==> src/rtl/sm2tc_conv_sched_if.sv <==
// Bundle of requester and response handshake signals for the shared
// signed-magnitude to two's-complement conversion scheduler.
interface sm2tc_conv_sched_if #(
  parameter int NREQ  = 4,
  parameter int W     = 4,
  parameter int ID_W  = 2,
  parameter int CNT_W = 8
);
  logic [NREQ-1:0]   req_valid;
  logic [NREQ*W-1:0] req_data;
  logic [NREQ-1:0]   req_ready;
  logic              rsp_valid;
  logic [W-1:0]      rsp_data;
  logic [ID_W-1:0]   rsp_id;
  logic              rsp_negz;
  logic              rsp_ready;
  logic [CNT_W-1:0]  conv_cnt;
  logic              busy;

  modport master (
    output req_valid, req_data, rsp_ready,
    input  req_ready, rsp_valid, rsp_data, rsp_id, rsp_negz, conv_cnt, busy
  );

  modport slave (
    input  req_valid, req_data, rsp_ready,
    output req_ready, rsp_valid, rsp_data, rsp_id, rsp_negz, conv_cnt, busy
  );
endinterface

==> src/rtl/sm2tc_conv_sched.sv <==
// Round-robin scheduler sharing one signed-magnitude to two's-complement
// converter among NREQ requesters, with a saturating completion counter.
module sm2tc_conv_sched #(
  parameter int NREQ  = 4,
  parameter int W     = 4,
  parameter int ID_W  = 2,
  parameter int CNT_W = 8
) (
  input logic              clk_i,
  input logic              rst_i,
  sm2tc_conv_sched_if.slave bus
);

  localparam logic [1:0] IDLE = 2'd0;
  localparam logic [1:0] CONV = 2'd1;
  localparam logic [1:0] RESP = 2'd2;

  logic [1:0]       state_q, state_d;
  logic [ID_W-1:0]  ptr_q, ptr_d;
  logic [W-1:0]     op_q, op_d;
  logic [ID_W-1:0]  id_q, id_d;
  logic [W-1:0]     rsp_data_q, rsp_data_d;
  logic [ID_W-1:0]  rsp_id_q, rsp_id_d;
  logic             rsp_negz_q, rsp_negz_d;
  logic [CNT_W-1:0] cnt_q, cnt_d;

  logic             grant_found;
  logic [ID_W-1:0]  grant_idx;
  logic [NREQ-1:0]  req_ready;
  logic [W:0]       conv_res;

  function automatic logic [ID_W-1:0] wrap_idx(input logic [ID_W-1:0] base, input int k);
    int sum;
    sum = int'(base) + k;
    if (sum >= NREQ) sum = sum - NREQ;
    return sum[ID_W-1:0];
  endfunction

  // Returns {negz, result}; a negative zero collapses to plain zero.
  function automatic logic [W:0] convert(input logic [W-1:0] op);
    logic [W-1:0] mag;
    mag = {1'b0, op[W-2:0]};
    if (!op[W-1])
      return {1'b0, op};
    else if (op[W-2:0] == '0)
      return {1'b1, {W{1'b0}}};
    else
      return {1'b0, ~mag + W'(1)};
  endfunction

  always_comb begin
    grant_found = 1'b0;
    grant_idx   = '0;
    for (int k = 0; k < NREQ; k++) begin
      if (!grant_found && bus.req_valid[wrap_idx(ptr_q, k)]) begin
        grant_found = 1'b1;
        grant_idx   = wrap_idx(ptr_q, k);
      end
    end
  end

  always_comb begin
    req_ready = '0;
    if (state_q == IDLE && grant_found)
      req_ready[grant_idx] = 1'b1;
  end

  assign conv_res = convert(op_q);

  always_comb begin
    state_d    = state_q;
    ptr_d      = ptr_q;
    op_d       = op_q;
    id_d       = id_q;
    rsp_data_d = rsp_data_q;
    rsp_id_d   = rsp_id_q;
    rsp_negz_d = rsp_negz_q;
    cnt_d      = cnt_q;
    case (state_q)
      IDLE: begin
        if (grant_found) begin
          op_d    = bus.req_data[grant_idx*W +: W];
          id_d    = grant_idx;
          state_d = CONV;
        end
      end
      CONV: begin
        rsp_data_d = conv_res[W-1:0];
        rsp_negz_d = conv_res[W];
        rsp_id_d   = id_q;
        state_d    = RESP;
      end
      RESP: begin
        // Next search starts just past the requester that was served.
        if (bus.rsp_ready) begin
          state_d = IDLE;
          ptr_d   = (id_q == ID_W'(NREQ - 1)) ? '0 : id_q + ID_W'(1);
          if (cnt_q != {CNT_W{1'b1}})
            cnt_d = cnt_q + CNT_W'(1);
        end
      end
      default: state_d = IDLE;
    endcase
  end

  always_ff @(posedge clk_i) begin
    if (rst_i) begin
      state_q    <= IDLE;
      ptr_q      <= '0;
      op_q       <= '0;
      id_q       <= '0;
      rsp_data_q <= '0;
      rsp_id_q   <= '0;
      rsp_negz_q <= 1'b0;
      cnt_q      <= '0;
    end else begin
      state_q    <= state_d;
      ptr_q      <= ptr_d;
      op_q       <= op_d;
      id_q       <= id_d;
      rsp_data_q <= rsp_data_d;
      rsp_id_q   <= rsp_id_d;
      rsp_negz_q <= rsp_negz_d;
      cnt_q      <= cnt_d;
    end
  end

  assign bus.req_ready = req_ready;
  assign bus.rsp_valid = (state_q == RESP);
  assign bus.rsp_data  = rsp_data_q;
  assign bus.rsp_id    = rsp_id_q;
  assign bus.rsp_negz  = rsp_negz_q;
  assign bus.conv_cnt  = cnt_q;
  assign bus.busy      = (state_q != IDLE);

endmodule

==> src/flat_wrapper.sv <==
// flat-port wrapper written by rule: the top's interface ports become plain ports
module sm2tc_conv_sched_flat 
#(
  parameter int NREQ  = 4,
  parameter int W     = 4,
  parameter int ID_W  = 2,
  parameter int CNT_W = 8
)
  (clk_i, rst_i, bus_req_valid, bus_req_data, bus_rsp_ready, bus_req_ready, bus_rsp_valid, bus_rsp_data, bus_rsp_id, bus_rsp_negz, bus_conv_cnt, bus_busy);
  sm2tc_conv_sched_if #(.NREQ(NREQ), .W(W), .ID_W(ID_W), .CNT_W(CNT_W)) bus_i ();
  input logic clk_i;
  input logic rst_i;
  input wire logic [$bits(bus_i.req_valid)-1:0] bus_req_valid;
  input wire logic [$bits(bus_i.req_data)-1:0] bus_req_data;
  input wire logic [$bits(bus_i.rsp_ready)-1:0] bus_rsp_ready;
  output wire logic [$bits(bus_i.req_ready)-1:0] bus_req_ready;
  output wire logic [$bits(bus_i.rsp_valid)-1:0] bus_rsp_valid;
  output wire logic [$bits(bus_i.rsp_data)-1:0] bus_rsp_data;
  output wire logic [$bits(bus_i.rsp_id)-1:0] bus_rsp_id;
  output wire logic [$bits(bus_i.rsp_negz)-1:0] bus_rsp_negz;
  output wire logic [$bits(bus_i.conv_cnt)-1:0] bus_conv_cnt;
  output wire logic [$bits(bus_i.busy)-1:0] bus_busy;
  assign bus_i.req_valid = bus_req_valid;
  assign bus_i.req_data = bus_req_data;
  assign bus_i.rsp_ready = bus_rsp_ready;
  assign bus_req_ready = bus_i.req_ready;
  assign bus_rsp_valid = bus_i.rsp_valid;
  assign bus_rsp_data = bus_i.rsp_data;
  assign bus_rsp_id = bus_i.rsp_id;
  assign bus_rsp_negz = bus_i.rsp_negz;
  assign bus_conv_cnt = bus_i.conv_cnt;
  assign bus_busy = bus_i.busy;
  sm2tc_conv_sched #(.NREQ(NREQ), .W(W), .ID_W(ID_W), .CNT_W(CNT_W)) u_core (.clk_i(clk_i), .rst_i(rst_i), .bus(bus_i));
endmodule
==> config.mk <==
export PLATFORM = sky130hd
export DESIGN_NAME = sm2tc_conv_sched_flat
export DESIGN_NICKNAME = d
export VERILOG_FILES = /design/src/rtl/sm2tc_conv_sched_if.sv /design/src/rtl/sm2tc_conv_sched.sv /design/src/flat_wrapper.sv
export SDC_FILE = /design/constraint.sdc
export NUM_CORES = 1
export LEC_CHECK = 0
export CORE_ASPECT_RATIO = 0.75
export CORE_MARGIN = 1
export CORE_UTILIZATION = 55
export DETAILED_ROUTE_END_ITERATION = 8
export DONT_BUFFER_PORTS = 1
export PLACE_DENSITY = 0.7
export SETUP_SLACK_MARGIN = 0.15
export SLEW_MARGIN = 5
export SYNTH_ARGS = -nofsm -noshare
export SYNTH_HDL_FRONTEND = slang
export SYNTH_SLANG_ARGS = --single-unit
==> constraint.sdc <==
create_clock -name clk_i -period 2.45 [get_ports clk_i]
set_input_delay 0.735 -clock clk_i [delete_from_list [all_inputs] [get_ports clk_i]]
set_output_delay 0.735 -clock clk_i [all_outputs]
set_load 0.005 [all_outputs]
# ---- Word level (Yosys, flattened, before mapping)
# Index checks and enable logic that the tools add are counted.
dict set report word_totals {
  ff_bits 25
  out_inout_bits 21
  wordCells 80
}
dict set report op_classes {
  addsub 10
  magnitude_cmp 10
  eq_ne 6
  shifts 1
  mux 29
  bitwise_logic 1
  n_reduce_logical 15
}
# cell count
set ops {}
lappend ops {{2-bit 2-to-1 mux} 11}
lappend ops {{16-bit by 5-bit indexed part select with 4-bit output} 1}
lappend ops {{2-bit by 3-bit less-than comparator with 1-bit output (second input constant)} 5}
lappend ops {{5-bit 2-to-1 mux} 2}
lappend ops {{3-bit >= comparator (second input constant)} 3}
lappend ops {{1-bit 2-to-1 mux} 9}
lappend ops {{8-bit by 1-bit adder with 8-bit output (second input constant)} 1}
lappend ops {{1-bit binary-select mux with 2-bit select} 4}
lappend ops {{8-bit != test (second input constant)} 1}
lappend ops {{2-bit by 1-bit subtractor with 2-bit output (second input constant)} 4}
lappend ops {{2-bit by 2-bit adder with 3-bit output (second input constant)} 2}
lappend ops {{2-bit case mux with 3 select lines} 1}
lappend ops {{2-bit AND reduction} 3}
lappend ops {{1-bit logical AND} 5}
lappend ops {{4-bit by 1-bit adder with 4-bit output (second input constant)} 1}
lappend ops {{2-bit equality test (second input constant)} 2}
lappend ops {{4-bit 2-to-1 mux} 1}
lappend ops {{3-bit inverter with 4-bit output} 1}
lappend ops {{2-bit by 1-bit adder with 3-bit output (second input constant)} 1}
lappend ops {{2-bit by 3-bit >= comparator with 1-bit output (second input constant)} 1}
lappend ops {{1-bit zero test} 3}
lappend ops {{3-bit zero test} 1}
lappend ops {{3-bit AND reduction} 1}
lappend ops {{2-bit by 1-bit adder with 2-bit output (second input constant)} 1}
lappend ops {{other kinds (7)} 7}

# ---- Longest topological paths before layout
dict set report depth {
  word_depth 19
  ltp_mapped 7
}

# ---- Worst setup path after synthesis
# OpenSTA, ideal clock, no wires.
dict set report synth_path {
  kind {input to output}
  startpoint {input port bus_req_valid[3]}
  endpoint {output port bus_req_ready[1]}
  arrival_ps 1620
  required_time_ps 1715
  setup_slack_ps 95
  cell_stages 6
  cell_sequence {buf_1 -> nor2_1 -> nor3_2 -> buf_6 -> nand2_1 -> nor2_1}
}
dict set report synth_via {
  elab_chain_cells 17
}
# element line
set synth_lines {}
lappend synth_lines {{start: declaration} flat_wrapper.sv:13} ;# input wire logic [$bits(bus_i.req_valid)-1:0] bus_req_valid;
lappend synth_lines {{1-bit binary-select mux with 2-bit select} sm2tc_conv_sched.sv:55} ;# if (!grant_found && bus.req_valid[wrap_idx(ptr_q, k)]) begin
lappend synth_lines {{1-bit 2-to-1 mux (implied by the code)} sm2tc_conv_sched.sv:55}
lappend synth_lines {{1-bit 2-to-1 mux} sm2tc_conv_sched.sv:55}
lappend synth_lines {{1-bit zero test} sm2tc_conv_sched.sv:55}
lappend synth_lines {{1-bit logical AND} sm2tc_conv_sched.sv:55}
lappend synth_lines {{1-bit 2-to-1 mux} sm2tc_conv_sched.sv:55}
lappend synth_lines {{1-bit zero test} sm2tc_conv_sched.sv:55}
lappend synth_lines {{1-bit logical AND} sm2tc_conv_sched.sv:55}
lappend synth_lines {{1-bit 2-to-1 mux} sm2tc_conv_sched.sv:55}
lappend synth_lines {{1-bit zero test} sm2tc_conv_sched.sv:55}
lappend synth_lines {{1-bit logical AND} sm2tc_conv_sched.sv:55}
lappend synth_lines {{2-bit 2-to-1 mux} sm2tc_conv_sched.sv:55}
lappend synth_lines {{2-bit by 3-bit less-than comparator with 1-bit output (implied by the code) / 2-bit by 1-bit >= comparator with 1-bit output (equally long branches)} sm2tc_conv_sched.sv:65} ;# req_ready[grant_idx] = 1'b1;
lappend synth_lines {{1-bit logical AND (implied by the code)} sm2tc_conv_sched.sv:65}
lappend synth_lines {{1-bit 2-to-1 mux (implied by the code)} sm2tc_conv_sched.sv:65}
lappend synth_lines {{1-bit demux with 2-bit select} n/a}
lappend synth_lines {{4-bit 2-to-1 mux *} sm2tc_conv_sched.sv:64} ;# if (state_q == IDLE && grant_found)
lappend synth_lines {{end: declaration} flat_wrapper.sv:16} ;# output wire logic [$bits(bus_i.req_ready)-1:0] bus_req_ready;
# Mark *: on every way between the ends. The rest lies on a longest branch, timed or not. The select of a mux whose other input is x is not followed.

# ---- Final worst setup path
dict set report layout_path {
  startpoint {register u_core.ptr_q[0]}
  endpoint {output port bus_req_ready[0]}
}
dict set report layout_via {
  elab_chain_cells 19
}
# element line
set layout_lines {}
lappend layout_lines {{start: declaration} sm2tc_conv_sched.sv:19} ;# logic [ID_W-1:0] ptr_q, ptr_d;
lappend layout_lines {{start signal: assignment} sm2tc_conv_sched.sv:118} ;# ptr_q <= ptr_d;
lappend layout_lines {{parallel branches: the longest is 18 deep, another holds 2-bit by 1-bit adder with 3-bit output} n/a}
lappend layout_lines {{4-bit 2-to-1 mux *} sm2tc_conv_sched.sv:64}
# Mark *: on every way between the ends. The select of a mux whose other input is x is not followed.

==> flow_summary.toml <==
[setup_path]
cp_max_fo = 5
start_kind = "register"
endpoint_kind = "primary output"
crit_type = "reg -> out"
critPathBufInv = 1
path_cells = "inv_1, o21a_1, o22a_1, nor2_1"
max_stage_delay_ps = 440
rrSetupSlack_ps = 860
cpMaxStageDelayCell = "dfxtp_1"
required_ps = 1710
critPathArrivalTime_ps = 1430
crit_family = "compound AO/OA/AOI/OAI gates"

[clock_tree]
insertion_delay_ps = 310
cts.sink_count = 25
clockBufferDepth = 2
cts_setup_buffers = 0
clockRootBuffer = "clkbuf_4"
cts_tree = "done"
numCtsBuffers = 3
clk_pin_slew_worst_paths_ps = 130
htree_levels = 1

[die]
die_y_um = 44.1
die-area_um2 = 2570
core_um2 = 2120
die_width_um = 58.2
start_util = 0.615
core.rowCount = 14
num_io_pins = 44

[logic_synthesis]
synthMuxAreaShare = 0.0922
ys_warn_count = 0
synth_top_flop_cell = "dfxtp_1"
synthXorXnorAreaFrac = 0.0403
ys_ff_latch = 25
synth_simple_gate_area_frac = 0.220
synthCells = 153
synth-seq-area-share = 0.384
synth_compound_area_frac = 0.173
synth_fp_nets = 180
synth-edff-count = 0
ys_types = 36
synth_top_family_by_area = "simple AND/OR/NAND/NOR gates"
netlist_area_um2 = 1300
ys_async_sr_fraction = 0
syn_avg_cell_area_um2 = 8.51
synthAdderAreaFrac = 0.0384

[timing]
setup_ws_ps = 282
period_share = 0.885
finalSetupViolations = 0
report.final.slew_viol_count = 0
finalHoldViolations = 0
worstMarginPinSlew_ps = 461
rsz0062_at_grt = "false"
timing.setup.tns_ps = 0
skew_ps = 2.38
period_minus_slack_ps = 2170
timing.fmax_ghz = 0.461
max_slew_margin = 0.692

[layout]
final_cell_mix = "dfxtp_1, nor2_1, nand2_1"
layout-drive-gt1-share = 0.0915
layout.nets = 181
mostFrequentLayoutCell = "dfxtp_1"
antenna_cells = 0
area_growth_pct = 4.61

[worst_hold_path]
hp-class = "in -> reg"

[flow_run]
drv_cap = 0

[drt]
routed_wl_um = 2470
avgViaCountPerCell = 5.69
wl_per_cell_um = 13.4
drc = 0
first_iter_violations = 68
dr.pass1.iters = 5
final_antenna_net_count = 0
vias = 1052

[power_and_ir_drop]
power_density_nw_per_um2 = 564
peakVddDrop_v = 0.000433
p_leak_uw = 0.000498

[placed_design]
place_congestion = 0.769
pre_cts_slack_ps = 300
dpl.hpwl_um = 1900
portBuffers = 0

[grt]
grt_start_max_net_pins = 26
grt_pass1_vias = 952
gr-total-overflow = 0
grt_use_total = 0.211
antenna_found_initial = 0
grt_pass1_wl_um = 4180

[outcome]
status = "complete, no violations"
## layout make-up
cell class,instances,area (um2)
repair buffers,2,15.0
clock buffers,3,22.5
clock inverters,1,5.00
well taps,32,40.0
flip-flops and latches,25,504
multi-input cells,114,746
fillers,174,757
inverters,8,30.0
## where the power goes
group	internal [uW]	switching (uW)	leakage, uW	total (uW)
clock network	61.1	118	0.0000177	179
logic	62.5	74.5	0.000276	137
registers	429	23.3	0.000204	452
total	553	216	0.000498	769
## final timing paths
path / start / cells past startpoint / endpoint
setup / recovery: u_core.ptr_q[0]$_SDFFE_PP0P_ / 4 / bus_req_ready[0]
hold / removal: rst_i / 1 / u_core.ptr_q[1]$_SDFFE_PP0P_
setup reg to reg: u_core.state_q[0]$_SDFFE_PP0P_ / 6 / u_core.op_q[1]$_SDFFE_PP0P_
hold reg to reg: u_core.bus.rsp_id[1]$_SDFFE_PP0N_ / 2 / u_core.bus.rsp_id[1]$_SDFFE_PP0N_
## synthesized netlist by cell type (3+ instances only)
cell type | instances | area share
a21oi_1 | 14 | 0.054
clkbuf_1 | 3 | 0.0086
dfxtp_1 | 25 | 0.38
ha_1 | 4 | 0.038
inv_1 | 8 | 0.023
mux2i_1 | 12 | 0.092
nand2_1 | 16 | 0.046
nand2b_1 | 4 | 0.019
nand3_1 | 3 | 0.012
nand3b_1 | 4 | 0.023
nor2_1 | 23 | 0.066
nor3_1 | 4 | 0.015
o221ai_1 | 3 | 0.020
xnor2_1 | 5 | 0.034
## per-layer routing
layer  GRT usage  vias up  share of wire
met5           0        -              0
met4      0.0286        0              0
met3      0.0643        0          0.070
met2       0.345       38           0.45
met1       0.286      476           0.48
li1            -      538              -
## timing repair
item,CTS,global route
gates resized for setup,1,5
hold buffers,0,0
pin swaps,0,1
endpoints found under the hold margin,0,0
setup endpoints to repair,2,2
## registers in the layout, summed over array words and instances, names as in the netlist
| signal | cells |
|---|---|
| u_core.ptr_q | 2 |
| u_core.op_q | 4 |
| u_core.bus.conv_cnt | 8 |
| u_core.bus.rsp_data | 4 |
| u_core.state_q | 2 |
| u_core.id_q | 2 |
| u_core.bus.rsp_id | 2 |
| u_core.bus.rsp_negz | 1 |
## metrics by stage
| stage | power [uW] | utilization | area, um2 | std cells | hold WS [ps] |
|---|---|---|---|---|---|
| final | 769 | 0.643 | 1360 | 185 | 466 |
| after global routing | 818 | 0.643 | 1360 | 185 | 436 |
| after CTS | 780 | 0.636 | 1350 | 185 | 452 |
| after detailed placement | 596 | 0.623 | 1320 | 181 | 469 |
| after global placement | 591 | 0.623 | 1320 | 181 | 464 |
| after floorplan | 575 | - | 1300 | 153 | 448 |
## logic make-up (layout without fill, tap and decap cells)
logic type | count (synthesis) | after routing
DFF | 25 | 25
xor gates and xnor gates | 6 | 6
buffers and inverters | 14 | 14
adders and majority gates | 4 | 4
AOI/OAI and AO/OA | 31 | 31
and+or+nand+nor | 61 | 61
muxes | 12 | 12
Note: power is estimated with default switching activity, not from simulation.
